`src/rtl/button_debounce.sv`:
```
// Multi-channel pushbutton debouncer: 2-flop synchronizer per channel feeding an
// independent four-state FSM that emits a debounced level and one-cycle press/release pulses.
module button_debounce #(
    parameter int N         = 4,
    parameter int DB_CYCLES = 16
) (
    input  logic         clk,
    input  logic         nrst,
    input  logic [N-1:0] pb_in,
    output logic [N-1:0] pb_level,
    output logic [N-1:0] pb_press,
    output logic [N-1:0] pb_release
);

    localparam int CW = $clog2(DB_CYCLES) + 1;
    localparam logic [CW-1:0] LAST = CW'(DB_CYCLES - 1);

    typedef enum logic [1:0] {
        RELEASED     = 2'd0,
        PRESS_PEND   = 2'd1,
        PRESSED      = 2'd2,
        RELEASE_PEND = 2'd3
    } state_t;

    logic [N-1:0] sync1_q;
    logic [N-1:0] sync2_q;

    always_ff @(posedge clk) begin
        if (!nrst) begin
            sync1_q <= '0;
            sync2_q <= '0;
        end else begin
            sync1_q <= pb_in;
            sync2_q <= sync1_q;
        end
    end

    for (genvar i = 0; i < N; i++) begin : g_ch
        state_t        state_q, state_d;
        logic [CW-1:0] cnt_q, cnt_d;
        logic          level_q, level_d;
        logic          press_q, press_d;
        logic          release_q, release_d;
        logic          sync;

        assign sync = sync2_q[i];

        always_comb begin
            state_d   = state_q;
            cnt_d     = cnt_q;
            level_d   = level_q;
            press_d   = 1'b0;
            release_d = 1'b0;
            case (state_q)
                RELEASED: begin
                    if (sync) begin
                        state_d = PRESS_PEND;
                        cnt_d   = CW'(1);
                    end else begin
                        cnt_d   = '0;
                    end
                end
                PRESS_PEND: begin
                    if (!sync) begin
                        state_d = RELEASED;
                        cnt_d   = '0;
                    end else if (cnt_q >= LAST) begin
                        state_d = PRESSED;
                        cnt_d   = '0;
                        level_d = 1'b1;
                        press_d = 1'b1;
                    end else begin
                        cnt_d   = cnt_q + CW'(1);
                    end
                end
                PRESSED: begin
                    if (!sync) begin
                        state_d = RELEASE_PEND;
                        cnt_d   = CW'(1);
                    end else begin
                        cnt_d   = '0;
                    end
                end
                RELEASE_PEND: begin
                    // Any return to the pressed level cancels the pending release.
                    if (sync) begin
                        state_d   = PRESSED;
                        cnt_d     = '0;
                    end else if (cnt_q >= LAST) begin
                        state_d   = RELEASED;
                        cnt_d     = '0;
                        level_d   = 1'b0;
                        release_d = 1'b1;
                    end else begin
                        cnt_d     = cnt_q + CW'(1);
                    end
                end
                default: begin
                    state_d = RELEASED;
                    cnt_d   = '0;
                    level_d = 1'b0;
                end
            endcase
        end

        always_ff @(posedge clk) begin
            if (!nrst) begin
                state_q   <= RELEASED;
                cnt_q     <= '0;
                level_q   <= 1'b0;
                press_q   <= 1'b0;
                release_q <= 1'b0;
            end else begin
                state_q   <= state_d;
                cnt_q     <= cnt_d;
                level_q   <= level_d;
                press_q   <= press_d;
                release_q <= release_d;
            end
        end

        assign pb_level[i]   = level_q;
        assign pb_press[i]   = press_q;
        assign pb_release[i] = release_q;
    end

endmodule
```
`config.mk`:
```
export PLATFORM = sky130hd
export DESIGN_NAME = button_debounce
export DESIGN_NICKNAME = d
export VERILOG_FILES = /design/src/rtl/button_debounce.sv
export SDC_FILE = /design/constraint.sdc
export NUM_CORES = 1
export LEC_CHECK = 0
export ABC_AREA = 1
export CORE_MARGIN = 3
export CORE_UTILIZATION = 35
export CTS_BUF_LIST = sky130_fd_sc_hd__clkbuf_8
export CTS_CLUSTER_SIZE = 20
export DETAILED_ROUTE_END_ITERATION = 6
export PLACE_DENSITY_LB_ADDON = 0.05
export SETUP_SLACK_MARGIN = 0.02
export SYNTH_ARGS = -nofsm -noshare
export SYNTH_HDL_FRONTEND = slang
export SYNTH_SLANG_ARGS = --single-unit
export TNS_END_PERCENT = 5
```
`constraint.sdc`:
```
create_clock -name clk -period 1.6 [get_ports clk]
set_input_delay 0.32 -clock clk [delete_from_list [all_inputs] [get_ports clk]]
set_output_delay 0.32 -clock clk [all_outputs]
set_load 0.01 [all_outputs]
```
# ---- Yosys cells after proc, flatten, opt, wreduce, memory -nomap -nowiden
# Cells that the tools add are included.
dict set report op_classes {
  n_addsub 4
  order_cmp 4
  eq_ne 44
  muxes 76
  n_bitwise 5
  n_reduce_logical 24
}
# op n
set op_table {}
lappend op_table {{$pmux W5 S4} 4}
lappend op_table {{$mux W5} 12}
lappend op_table {{$mux W2} 24}
lappend op_table {{$ne A2 B2 Y1 const B} 24}
lappend op_table {{$pmux W2 S4} 4}
lappend op_table {{$mux W1} 28}
lappend op_table {{$ne A3 B3 Y1 const B} 8}
lappend op_table {{$add A5 B1 Y5 const B} 4}
lappend op_table {{$ge A5 B4 Y1 const B} 4}
lappend op_table {{$reduce_and A5 Y1} 4}
lappend op_table {{$eq A2 B2 Y1 const B} 8}
lappend op_table {{$reduce_and A4 Y1} 4}
lappend op_table {{$reduce_and A3 Y1} 4}
lappend op_table {{$reduce_or A3 Y1} 4}
lappend op_table {{$eq A2 B1 Y1 const B} 4}
lappend op_table {{$logic_not A2 Y1} 4}
lappend op_table {{$pmux W1 S2} 4}
lappend op_table {{$reduce_bool A2 Y1} 4}
lappend op_table {{$not A1 Y1} 5}
dict set report word_totals {
  regBits 48
  in_bits 6
  out_inout_bits 12
  elab_cells 179
}

# ---- Depth between registers and ports, before layout
# Gate-level depths: netlist (run 1).
dict set report logic_depth {
  word_depth 4
  mapped_depth 11
  mapped_depth_nobuf 11
}

# ---- Least setup slack after synthesis (run 1)
# No wires, ideal clock.
dict set report synth_timing {
  path_kind {register to register}
  start {register g_ch[3].cnt_q[0]}
  end {register (tool-made name)}
  setup_ns 0.114
  t_arrival_ns 1.320
  t_required_ns 1.486
  path_slack_ns 0.166
  stages_incl_launch_ff 11
  path_buffers 0
  synth_period_minus_slack_ns 1.434
  path_cell_list {dfxtp_1 -> ha_1 -> nand2_1 -> nor2_1 -> ha_1 -> nor2_1 -> nand3_2 -> nand2_1 -> nand2_1 -> nand2_1 -> nor2_2}
}
# element line_no
set synth_rtl {}
lappend synth_rtl {{start: declaration} 40} ;# logic [CW-1:0] cnt_q, cnt_d;
lappend synth_rtl {{start signal: assignment} 115} ;# cnt_q <= cnt_d;

# ---- Worst setup path after layout (run 1)
dict set report layout_timing {
  start {register g_ch[1].level_q}
  end {output port pb_level[1]}
}
# element line_no
set layout_rtl {}
lappend layout_rtl {{start: declaration} 41} ;# logic level_q, level_d;
lappend layout_rtl {{start signal: assignment} 116} ;# level_q <= level_d;
lappend layout_rtl {{end: declaration} 10} ;# output logic [N-1:0] pb_level,
# No word-level cell between the ends.

==> results of run 1 <==
[through the flow]
stage | utilization, % | instance area, um^2
2_1_floorplan | - | 2010
3_3_place_gp | 41.4 | 2210
3_5_place_dp | 41.4 | 2210
4_1_cts | 43.1 | 2300
5_1_grt | 44.3 | 2360
6_report | 44.3 | 2360
[power by group]
| part | switching [uW] | leakage (uW) | internal, uW | total [uW] |
|---|---|---|---|---|
| clock network | 371 | 0.0000538 | 340 | 711 |
| registers | 24.0 | 0.000390 | 1220 | 1250 |
| logic | 66.8 | 0.000531 | 55.9 | 123 |
[cell type report]
type	count	area, um^2
Fill cell	565	2970
Sequential cell	48	963
Multi-Input combinational cell	146	838
Timing Repair Buffer	24	235
Inverter	39	146
Tap cell	70	87.6
Clock buffer	6	82.6
Clock inverter	2	7.51
[worst paths after layout]
| path | end | slack [ns] | cells past startpoint |
|---|---|---|---|
| worst max register to register | register | 0.14 | 10 |
| worst min-delay path | sync2_q[2]$_SDFF_PN0_ | 0.41 | 2 |
| worst min register to register | sync2_q[2]$_SDFF_PN0_ | 0.41 | 2 |
| worst max-delay path | pb_level[1] | 0.11 | 1 |
[registers in the layout, summed over array words and instances, names as in the netlist, named ones only]
register	flops
g_ch.cnt_q	20
g_ch.level_q	4
g_ch.press_q	4
g_ch.release_q	4
g_ch.state_q	4
sync1_q	4
sync2_q	4
[cell usage after synthesis]
cell type / n
sky130_fd_sc_hd__o21ai_0: 4
sky130_fd_sc_hd__clkbuf_8: 1
sky130_fd_sc_hd__nand2_2: 1
sky130_fd_sc_hd__inv_2: 2
sky130_fd_sc_hd__nand4_1: 3
sky130_fd_sc_hd__a21oi_1: 12
sky130_fd_sc_hd__nand2_1: 40
sky130_fd_sc_hd__and2_1: 2
sky130_fd_sc_hd__buf_2: 2
sky130_fd_sc_hd__o21a_1: 1
sky130_fd_sc_hd__nor2_1: 35
sky130_fd_sc_hd__nor2_2: 3
sky130_fd_sc_hd__buf_4: 13
sky130_fd_sc_hd__nor3b_2: 2
sky130_fd_sc_hd__nand4_4: 1
sky130_fd_sc_hd__and3_1: 2
sky130_fd_sc_hd__a21oi_2: 2
sky130_fd_sc_hd__inv_1: 37
sky130_fd_sc_hd__nand3_1: 17
sky130_fd_sc_hd__o21ai_2: 1
sky130_fd_sc_hd__nor3_1: 2
sky130_fd_sc_hd__ha_1: 8
sky130_fd_sc_hd__dfxtp_1: 48
sky130_fd_sc_hd__nand4_2: 1
sky130_fd_sc_hd__nand3_2: 1
sky130_fd_sc_hd__o211ai_1: 1
sky130_fd_sc_hd__o21ai_1: 3
sky130_fd_sc_hd__nor3_2: 1
sky130_fd_sc_hd__or2_2: 1
sky130_fd_sc_hd__nor4_1: 2
[cell usage in the layout, fill, tap and decap left out, drive strengths merged]
| cell | count |
|---|---|
| buf | 7 |
| nand3 | 18 |
| or2 | 1 |
| clkbuf | 6 |
| nor4 | 2 |
| nor3 | 3 |
| nor3b | 2 |
| and3 | 2 |
| dfxtp | 48 |
| nand2 | 41 |
| o21a | 1 |
| nor2 | 38 |
| nand4 | 5 |
| a21oi | 14 |
| clkdlybuf4s50 | 17 |
| ha | 8 |
| and2 | 2 |
| o21ai | 8 |
| inv | 41 |
| o211ai | 1 |
[metal layers]
metal / up-vias / part of all wire (%)
met5: - / 0
met4: 0 / 2.0
met3: 7 / 5.6
met2: 19 / 41
met1: 603 / 52
li1: 801 / -
[kinds of logic (layout without fill, tap and decap cells)]
group | Yosys count | count (layout) | synth area share (%)
compound gates | 24 | 24 | 6.79
simple gates | 114 | 114 | 27.0
fa+ha+maj | 8 | 8 | 4.98
flops | 48 | 48 | 47.9
buf+inv | 55 | 71 | 13.3
==> metrics.txt, run 1 <==
# TYPE chip_impl_metric gauge
chip_impl_metric{name="floorplan.die.width",unit="um"} 81.7
chip_impl_metric{name="power",unit="uW"} 2080
chip_impl_metric{name="cp_num_buf_inv",unit=""} 1
chip_impl_metric{name="dp_cells",unit=""} 327
chip_impl_metric{name="grt.met3_usage",unit="%"} 4.28
chip_impl_info{name="critPathTopFamily",value="buffers and inverters"} 1
chip_impl_metric{name="grtUsageMet1",unit="%"} 13.3
chip_impl_metric{name="timing.critical_path.fanout_max",unit=""} 2
chip_impl_info{name="worstSetupStartpoint",value="g_ch[1].level_q$_SDFFE_PN0P_"} 1
chip_impl_info{name="worstSetupStartpointType",value="register"} 1
chip_impl_metric{name="syn_area",unit="um^2"} 2010
chip_impl_metric{name="fin_crit_sh",unit="%"} 93.0
chip_impl_metric{name="grt_antenna_before_repair",unit=""} 0
chip_impl_metric{name="ir_worst_vdd",unit="mV"} 0.339
chip_impl_metric{name="finish.net_count",unit=""} 278
chip_impl_metric{name="synth.yosys.seq_area_share",unit="%"} 47.9
chip_impl_info{name="hp-class",value="reg -> reg"} 1
chip_impl_metric{name="cts.clk_slew.worst_paths",unit="ns"} 0.08
chip_impl_metric{name="drv_cap",unit=""} 0
chip_impl_metric{name="pre_cts_slack",unit="ns"} 0.0261
chip_impl_metric{name="synth.ff_latch_count",unit=""} 48
chip_impl_metric{name="io_pins",unit=""} 18
chip_impl_metric{name="syn-num-nets",unit=""} 263
chip_impl_metric{name="initial_utilization",unit="%"} 37.6
chip_impl_metric{name="final_critical_path_setup_slack",unit="ns"} 0.112
chip_impl_metric{name="number_of_distinct_library_cell_variants_in_the_gate_level_netlist_after_synthesis",unit=""} 30
chip_impl_metric{name="vias_after_detailed_routing",unit=""} 1430
chip_impl_info{name="cts_tree",value="built"} 1
chip_impl_metric{name="fin_worst_skew",unit="ns"} 0.00337
chip_impl_metric{name="die_area",unit="um^2"} 6680
chip_impl_metric{name="port_buffers",unit=""} 17
chip_impl_metric{name="postSynthCellCount",unit=""} 249
chip_impl_info{name="synth_largest_area_cell",value="sky130_fd_sc_hd__dfxtp_1"} 1
chip_impl_info{name="timing.setup.critical_path_class",value="reg -> out"} 1
chip_impl_metric{name="clock_latency",unit="ns"} 0.29
chip_impl_metric{name="final_hold_viol_count",unit=""} 0
chip_impl_metric{name="first_pass_grt_wire_length",unit="um"} 5360
chip_impl_metric{name="finish.cell_count_without_fillers",unit=""} 335
chip_impl_metric{name="pwr_density_cell",unit="nW/um^2"} 880
chip_impl_metric{name="power.leakage",unit="uW"} 0.000975
chip_impl_info{name="worst_hold_startpoint",value="sync1_q[2]$_SDFF_PN0_"} 1
chip_impl_metric{name="area_growth_syn_to_layout",unit="%"} 17.6
chip_impl_metric{name="detailed_place_hpwl",unit="um"} 2280
chip_impl_metric{name="fp.coreArea",unit="um^2"} 5340
chip_impl_metric{name="cts_made_buffers",unit=""} 5
chip_impl_metric{name="min_period",unit="ns"} 1.49
chip_impl_metric{name="global_route.usage.total",unit="%"} 10.5
chip_impl_metric{name="critical-path-max-stage-delay",unit="ns"} 0.54
chip_impl_metric{name="layout-drive-gt1-share",unit="%"} 16.6
chip_impl_metric{name="hold_buffers",unit=""} 0
chip_impl_metric{name="maxClockFrequency",unit="MHz"} 672
chip_impl_metric{name="met2_usage",unit="%"} 15.5
chip_impl_metric{name="drt-total-wl",unit="um"} 3100
chip_impl_metric{name="route.detailed.vias_per_inst",unit=""} 4.27
chip_impl_metric{name="drc",unit=""} 0
chip_impl_metric{name="fin_hold_ws",unit="ns"} 0.415
chip_impl_metric{name="detailedRoute.firstPassIterationCount",unit=""} 4
chip_impl_metric{name="drt-wirelength-per-cell",unit="um"} 9.24
chip_impl_info{name="run_status",value="finished clean"} 1
chip_impl_metric{name="clock_tree.htree_level_count",unit=""} 2
chip_impl_metric{name="drt_iter0_markers",unit=""} 47
chip_impl_metric{name="setup_viol_count_final",unit=""} 0
chip_impl_info{name="critical_path.endpoint_type",value="primary output"} 1
chip_impl_metric{name="final_antenna_net_count",unit=""} 0
chip_impl_metric{name="floorplan.rows",unit=""} 26
chip_impl_metric{name="die_extent_in_y",unit="um"} 81.7
chip_impl_metric{name="synth.avg_cell_area",unit="um^2"} 8.06
chip_impl_info{name="timing.rr.start",value="g_ch[1].cnt_q[0]$_SDFF_PN0_"} 1
chip_impl_info{name="ys_top_cells_by_area",value="sky130_fd_sc_hd__dfxtp_1 (48%), sky130_fd_sc_hd__nand2_1 (7.5%), sky130_fd_sc_hd__inv_1 (6.9%), sky130_fd_sc_hd__nor2_1 (6.5%), sky130_fd_sc_hd__ha_1 (5.0%)"} 1
chip_impl_metric{name="slew_violations",unit=""} 0
chip_impl_metric{name="synth_warnings",unit=""} 0
chip_impl_metric{name="tns",unit="ns"} 0
chip_impl_metric{name="cts.repair_timing.setup_buffer_count",unit=""} 0
chip_impl_metric{name="netlist.area_leader.share",unit="%"} 47.9
chip_impl_metric{name="n_antenna_cell",unit=""} 0
chip_impl_metric{name="overflow",unit=""} 0
chip_impl_info{name="crit_chain",value="clkdlybuf4s50_1"} 1
chip_impl_info{name="root_buffer_selected_by_cts",value="sky130_fd_sc_hd__clkbuf_8"} 1
chip_impl_metric{name="slew-limit-headroom",unit="%"} 77.6
chip_impl_metric{name="timing.critical_path.required",unit="ns"} 1.28
chip_impl_info{name="critical_path.slowest_cell",value="sky130_fd_sc_hd__clkdlybuf4s50_1"} 1
chip_impl_metric{name="cts.sink_count",unit=""} 48
chip_impl_metric{name="grt_start_max_net_pins",unit=""} 24
chip_impl_info{name="rsz_0062_raised_after_global_routing",value="yes"} 1
chip_impl_metric{name="tightestPinTransition",unit="ns"} 0.333
chip_impl_metric{name="gp_congestion",unit=""} 0.741
chip_impl_metric{name="first_global_vias",unit=""} 1259
chip_impl_metric{name="postCtsResizedCells",unit=""} 0
chip_impl_metric{name="cp_data_arrival_time",unit="ns"} 1.17
chip_impl_info{name="top_usage_layer",value="met2"} 1
chip_impl_metric{name="clockBufferDepth",unit=""} 2
Power figures use the tool's default switching activity.
==> inputs of run 2 (changes only) <==
--- a/config.mk
+++ b/config.mk
@@ -7,12 +7,12 @@
 export LEC_CHECK = 0
 export ABC_AREA = 1
 export CORE_MARGIN = 3
-export CORE_UTILIZATION = 35
+export CORE_UTILIZATION = 30
 export CTS_BUF_LIST = sky130_fd_sc_hd__clkbuf_8
 export CTS_CLUSTER_SIZE = 20
 export DETAILED_ROUTE_END_ITERATION = 6
 export PLACE_DENSITY_LB_ADDON = 0.05
-export SETUP_SLACK_MARGIN = 0.02
+export SETUP_SLACK_MARGIN = 0.4
 export SYNTH_ARGS = -nofsm -noshare
 export SYNTH_HDL_FRONTEND = slang
 export SYNTH_SLANG_ARGS = --single-unit
==> run 2 against run 1 <==
Compared with the run above:
- wire length is 11% higher
- largest cell class unchanged
- sequential power hardly changed
- largest power group unchanged
- setup slack better by 0.048 ns
- sequential share of layout area is 1.2 points lower
- fmax is 3.3% higher
- non-clock buffer count is 5 higher
- die area is 15% higher
==> metrics.txt, run 2 (synthesis gave the netlist of run 1 again) <==
# TYPE chip_impl_metric gauge
chip_impl_metric{name="timing.critical_path.required",unit="ns"} 1.83
chip_impl_metric{name="die_area",unit="um^2"} 7710
chip_impl_metric{name="floorplan.rows",unit=""} 29
chip_impl_metric{name="switching_share",unit="%"} 23.2
chip_impl_metric{name="cts_made_buffers",unit=""} 5
chip_impl_metric{name="drt-wirelength-per-cell",unit="um"} 9.90
chip_impl_metric{name="slew-limit-headroom",unit="%"} 79.2
chip_impl_info{name="root_buffer_selected_by_cts",value="sky130_fd_sc_hd__clkbuf_8"} 1
chip_impl_metric{name="vias_after_detailed_routing",unit=""} 1493
chip_impl_info{name="cts_tree",value="built"} 1
chip_impl_metric{name="initial_utilization",unit="%"} 31.3
chip_impl_metric{name="power_switching",unit="uW"} 489
chip_impl_info{name="rsz_0062_raised_after_global_routing",value="yes"} 1
chip_impl_metric{name="route.detailed.vias_per_inst",unit=""} 4.30
chip_impl_metric{name="n_antenna_cell",unit=""} 0
chip_impl_metric{name="slew_violations",unit=""} 0
chip_impl_metric{name="finish.cell_count_without_fillers",unit=""} 347
chip_impl_metric{name="area_growth_syn_to_layout",unit="%"} 22.1
chip_impl_metric{name="clock_tree.htree_level_count",unit=""} 2
chip_impl_info{name="run_status",value="finished clean"} 1
chip_impl_metric{name="drc",unit=""} 0
chip_impl_metric{name="cts.clk_slew.worst_paths",unit="ns"} 0.08
chip_impl_info{name="cpMostUsedCell",value="sky130_fd_sc_hd__nand2_2"} 1
chip_impl_metric{name="share_seq_of_total_power",unit="%"} 59.3
chip_impl_metric{name="tns",unit="ns"} 0
chip_impl_metric{name="first_pass_grt_wire_length",unit="um"} 6040
chip_impl_info{name="timing.setup.critical_path_class",value="reg -> reg"} 1
chip_impl_metric{name="timing.critical_path.fanout_max",unit=""} 4
chip_impl_metric{name="clockBufferDepth",unit=""} 2
chip_impl_metric{name="port_buffers",unit=""} 17
chip_impl_info{name="final_common_cell",value="sky130_fd_sc_hd__dfxtp_1"} 1
chip_impl_info{name="worstSetupStartpointType",value="register"} 1
chip_impl_metric{name="intPower",unit="uW"} 1620
chip_impl_metric{name="fp.coreArea",unit="um^2"} 6420
chip_impl_metric{name="final_hold_viol_count",unit=""} 0
chip_impl_metric{name="dp_cells",unit=""} 331
chip_impl_metric{name="postLayoutCoreUtil",unit="%"} 38.2
chip_impl_metric{name="gp_congestion",unit=""} 0.730
chip_impl_metric{name="setup_viol_count_final",unit=""} 0
chip_impl_info{name="critical_path.endpoint_type",value="register"} 1
chip_impl_metric{name="floorplan.die.width",unit="um"} 87.8
chip_impl_metric{name="drv_cap",unit=""} 0
chip_impl_metric{name="largest_reg_flops",unit=""} 20
chip_impl_metric{name="drt_iter0_markers",unit=""} 26
chip_impl_metric{name="final_antenna_net_count",unit=""} 0
chip_impl_metric{name="detailed_place_hpwl",unit="um"} 2440
chip_impl_info{name="hp-class",value="reg -> reg"} 1
chip_impl_metric{name="overflow",unit=""} 0
chip_impl_metric{name="cts.sink_count",unit=""} 48
chip_impl_metric{name="reg_area",unit="um^2"} 971
chip_impl_metric{name="power_frac_clock",unit="%"} 34.9
chip_impl_metric{name="finish.net_count",unit=""} 283
chip_impl_metric{name="drt-total-wl",unit="um"} 3440
chip_impl_metric{name="pwr_density_cell",unit="nW/um^2"} 860
chip_impl_info{name="crit_chain",value="ha_4, nand2_2, nor2_2, ha_2, nor2_4, nand2_2, inv_2, nand4_1, a21oi_1"} 1
chip_impl_metric{name="power_frac_comb",unit="%"} 5.8
chip_impl_metric{name="grt_antenna_before_repair",unit=""} 0
chip_impl_metric{name="grt_start_max_net_pins",unit=""} 24
chip_impl_info{name="final_cell_mix",value="sky130_fd_sc_hd__dfxtp_1 (40), sky130_fd_sc_hd__inv_1 (37), sky130_fd_sc_hd__nand2_1 (32)"} 1
chip_impl_metric{name="io_pins",unit=""} 18
chip_impl_metric{name="power.leakage",unit="uW"} 0.00106
chip_impl_metric{name="first_global_vias",unit=""} 1386
chip_impl_metric{name="fin_worst_skew",unit="ns"} 0.00736
chip_impl_metric{name="ir_worst_vdd",unit="mV"} 0.343
chip_impl_metric{name="die_extent_in_y",unit="um"} 87.8
chip_impl_metric{name="tightestPinTransition",unit="ns"} 0.309
chip_impl_metric{name="fillCellCount",unit=""} 661
chip_impl_metric{name="clock_latency",unit="ns"} 0.30
chip_impl_metric{name="min_period",unit="ns"} 1.44
chip_impl_metric{name="layout-drive-gt1-share",unit="%"} 25.9
chip_impl_info{name="registers.top_by_ff_count",value="g_ch.cnt_q"} 1
chip_impl_metric{name="multi_input_comb_area",unit="um^2"} 891
chip_impl_metric{name="fin_crit_sh",unit="%"} 90.0
chip_impl_metric{name="critical-path-max-stage-delay",unit="ns"} 0.34
chip_impl_metric{name="global_route.usage.total",unit="%"} 10.1
chip_impl_info{name="critical_path.slowest_cell",value="sky130_fd_sc_hd__dfxtp_2"} 1
chip_impl_metric{name="cp_data_arrival_time",unit="ns"} 1.67
chip_impl_metric{name="detailedRoute.firstPassIterationCount",unit=""} 4
chip_impl_metric{name="maxClockFrequency",unit="MHz"} 694
[run 2: changes by cell type in the layout (fill, tap and decap cells not counted), moves of 3 or more]
cell	before	now
sky130_fd_sc_hd__dfxtp_1	46	40
sky130_fd_sc_hd__buf_4	6	11
sky130_fd_sc_hd__dfxtp_2	2	8
sky130_fd_sc_hd__nor2_2	3	6
sky130_fd_sc_hd__nor2_1	32	29
sky130_fd_sc_hd__nand2_1	36	32
sky130_fd_sc_hd__ha_2	2	5
sky130_fd_sc_hd__ha_1	5	1
sky130_fd_sc_hd__nand2_2	5	9
sky130_fd_sc_hd__dlygate4sd2_1	0	12
sky130_fd_sc_hd__clkdlybuf4s50_1	17	5
[run 2: power by group through the flow]
stage	Sequential, uW	Clock, uW	Combinational, uW
final	1250	735	122
after global routing	1260	822	145
after CTS	1250	777	124
after detailed placement	1280	0	116
after global placement	1280	0	117
after floorplan	1270	0	85.1
[run 2: repair_timing]
action | in CTS | in global routing
resized for setup | 44 | 1
hold buffers | 0 | 0
endpoints found under the setup margin | 51 | 51
setup buffers | 7 | 1
pin swaps | 14 | 4
[run 2: final cells by class]
cell class                      count  area share (%)
Clock buffer                        6            3.37
Clock inverter                      2           0.306
Inverter                           39            5.97
Multi-Input combinational cell    146            36.3
Sequential cell                    48            39.6
Tap cell                           77            3.93
Timing Repair Buffer               29            10.5
[run 2: final timing paths]
kind,start,end,slack (ns),cells after the start
min,sync1_q[1]$_SDFF_PN0_,sync2_q[1]$_SDFF_PN0_,0.42,2
min reg2reg,sync1_q[1]$_SDFF_PN0_,sync2_q[1]$_SDFF_PN0_,0.42,2
max reg2reg,g_ch[0].cnt_q[0]$_SDFF_PN0_,g_ch[0].cnt_q[3]$_SDFF_PN0_,0.16,9
max,g_ch[0].cnt_q[0]$_SDFF_PN0_,g_ch[0].cnt_q[3]$_SDFF_PN0_,0.16,9
[run 2: worst max-delay path: cells and delay by family (launching register included)]
family | cells | cell delay [ns]
simple gates | 5 | 0.47
compound gates | 1 | 0.16
flops | 1 | 0.34
buf+inv | 1 | 0.06
fa+ha+maj | 2 | 0.34
[run 2: through the flow]
stage	hold slack (ns)	setup WS [ns]	cell area [um^2]	total power, uW
floorplan	0.390	0.226	2020	1360
global placement	0.394	0.0378	2210	1400
detailed placement	0.397	0.0355	2210	1390
CTS	0.418	0.169	2440	2150
global route	0.445	0.0239	2450	2220
finish	0.418	0.160	2450	2110
[run 2: routing by layer]
layer	wire length (um)	track usage, %
met4	68	4.60
met2	1530	16.6
met1	1720	12.0
met3	124	3.39
met5	0	0
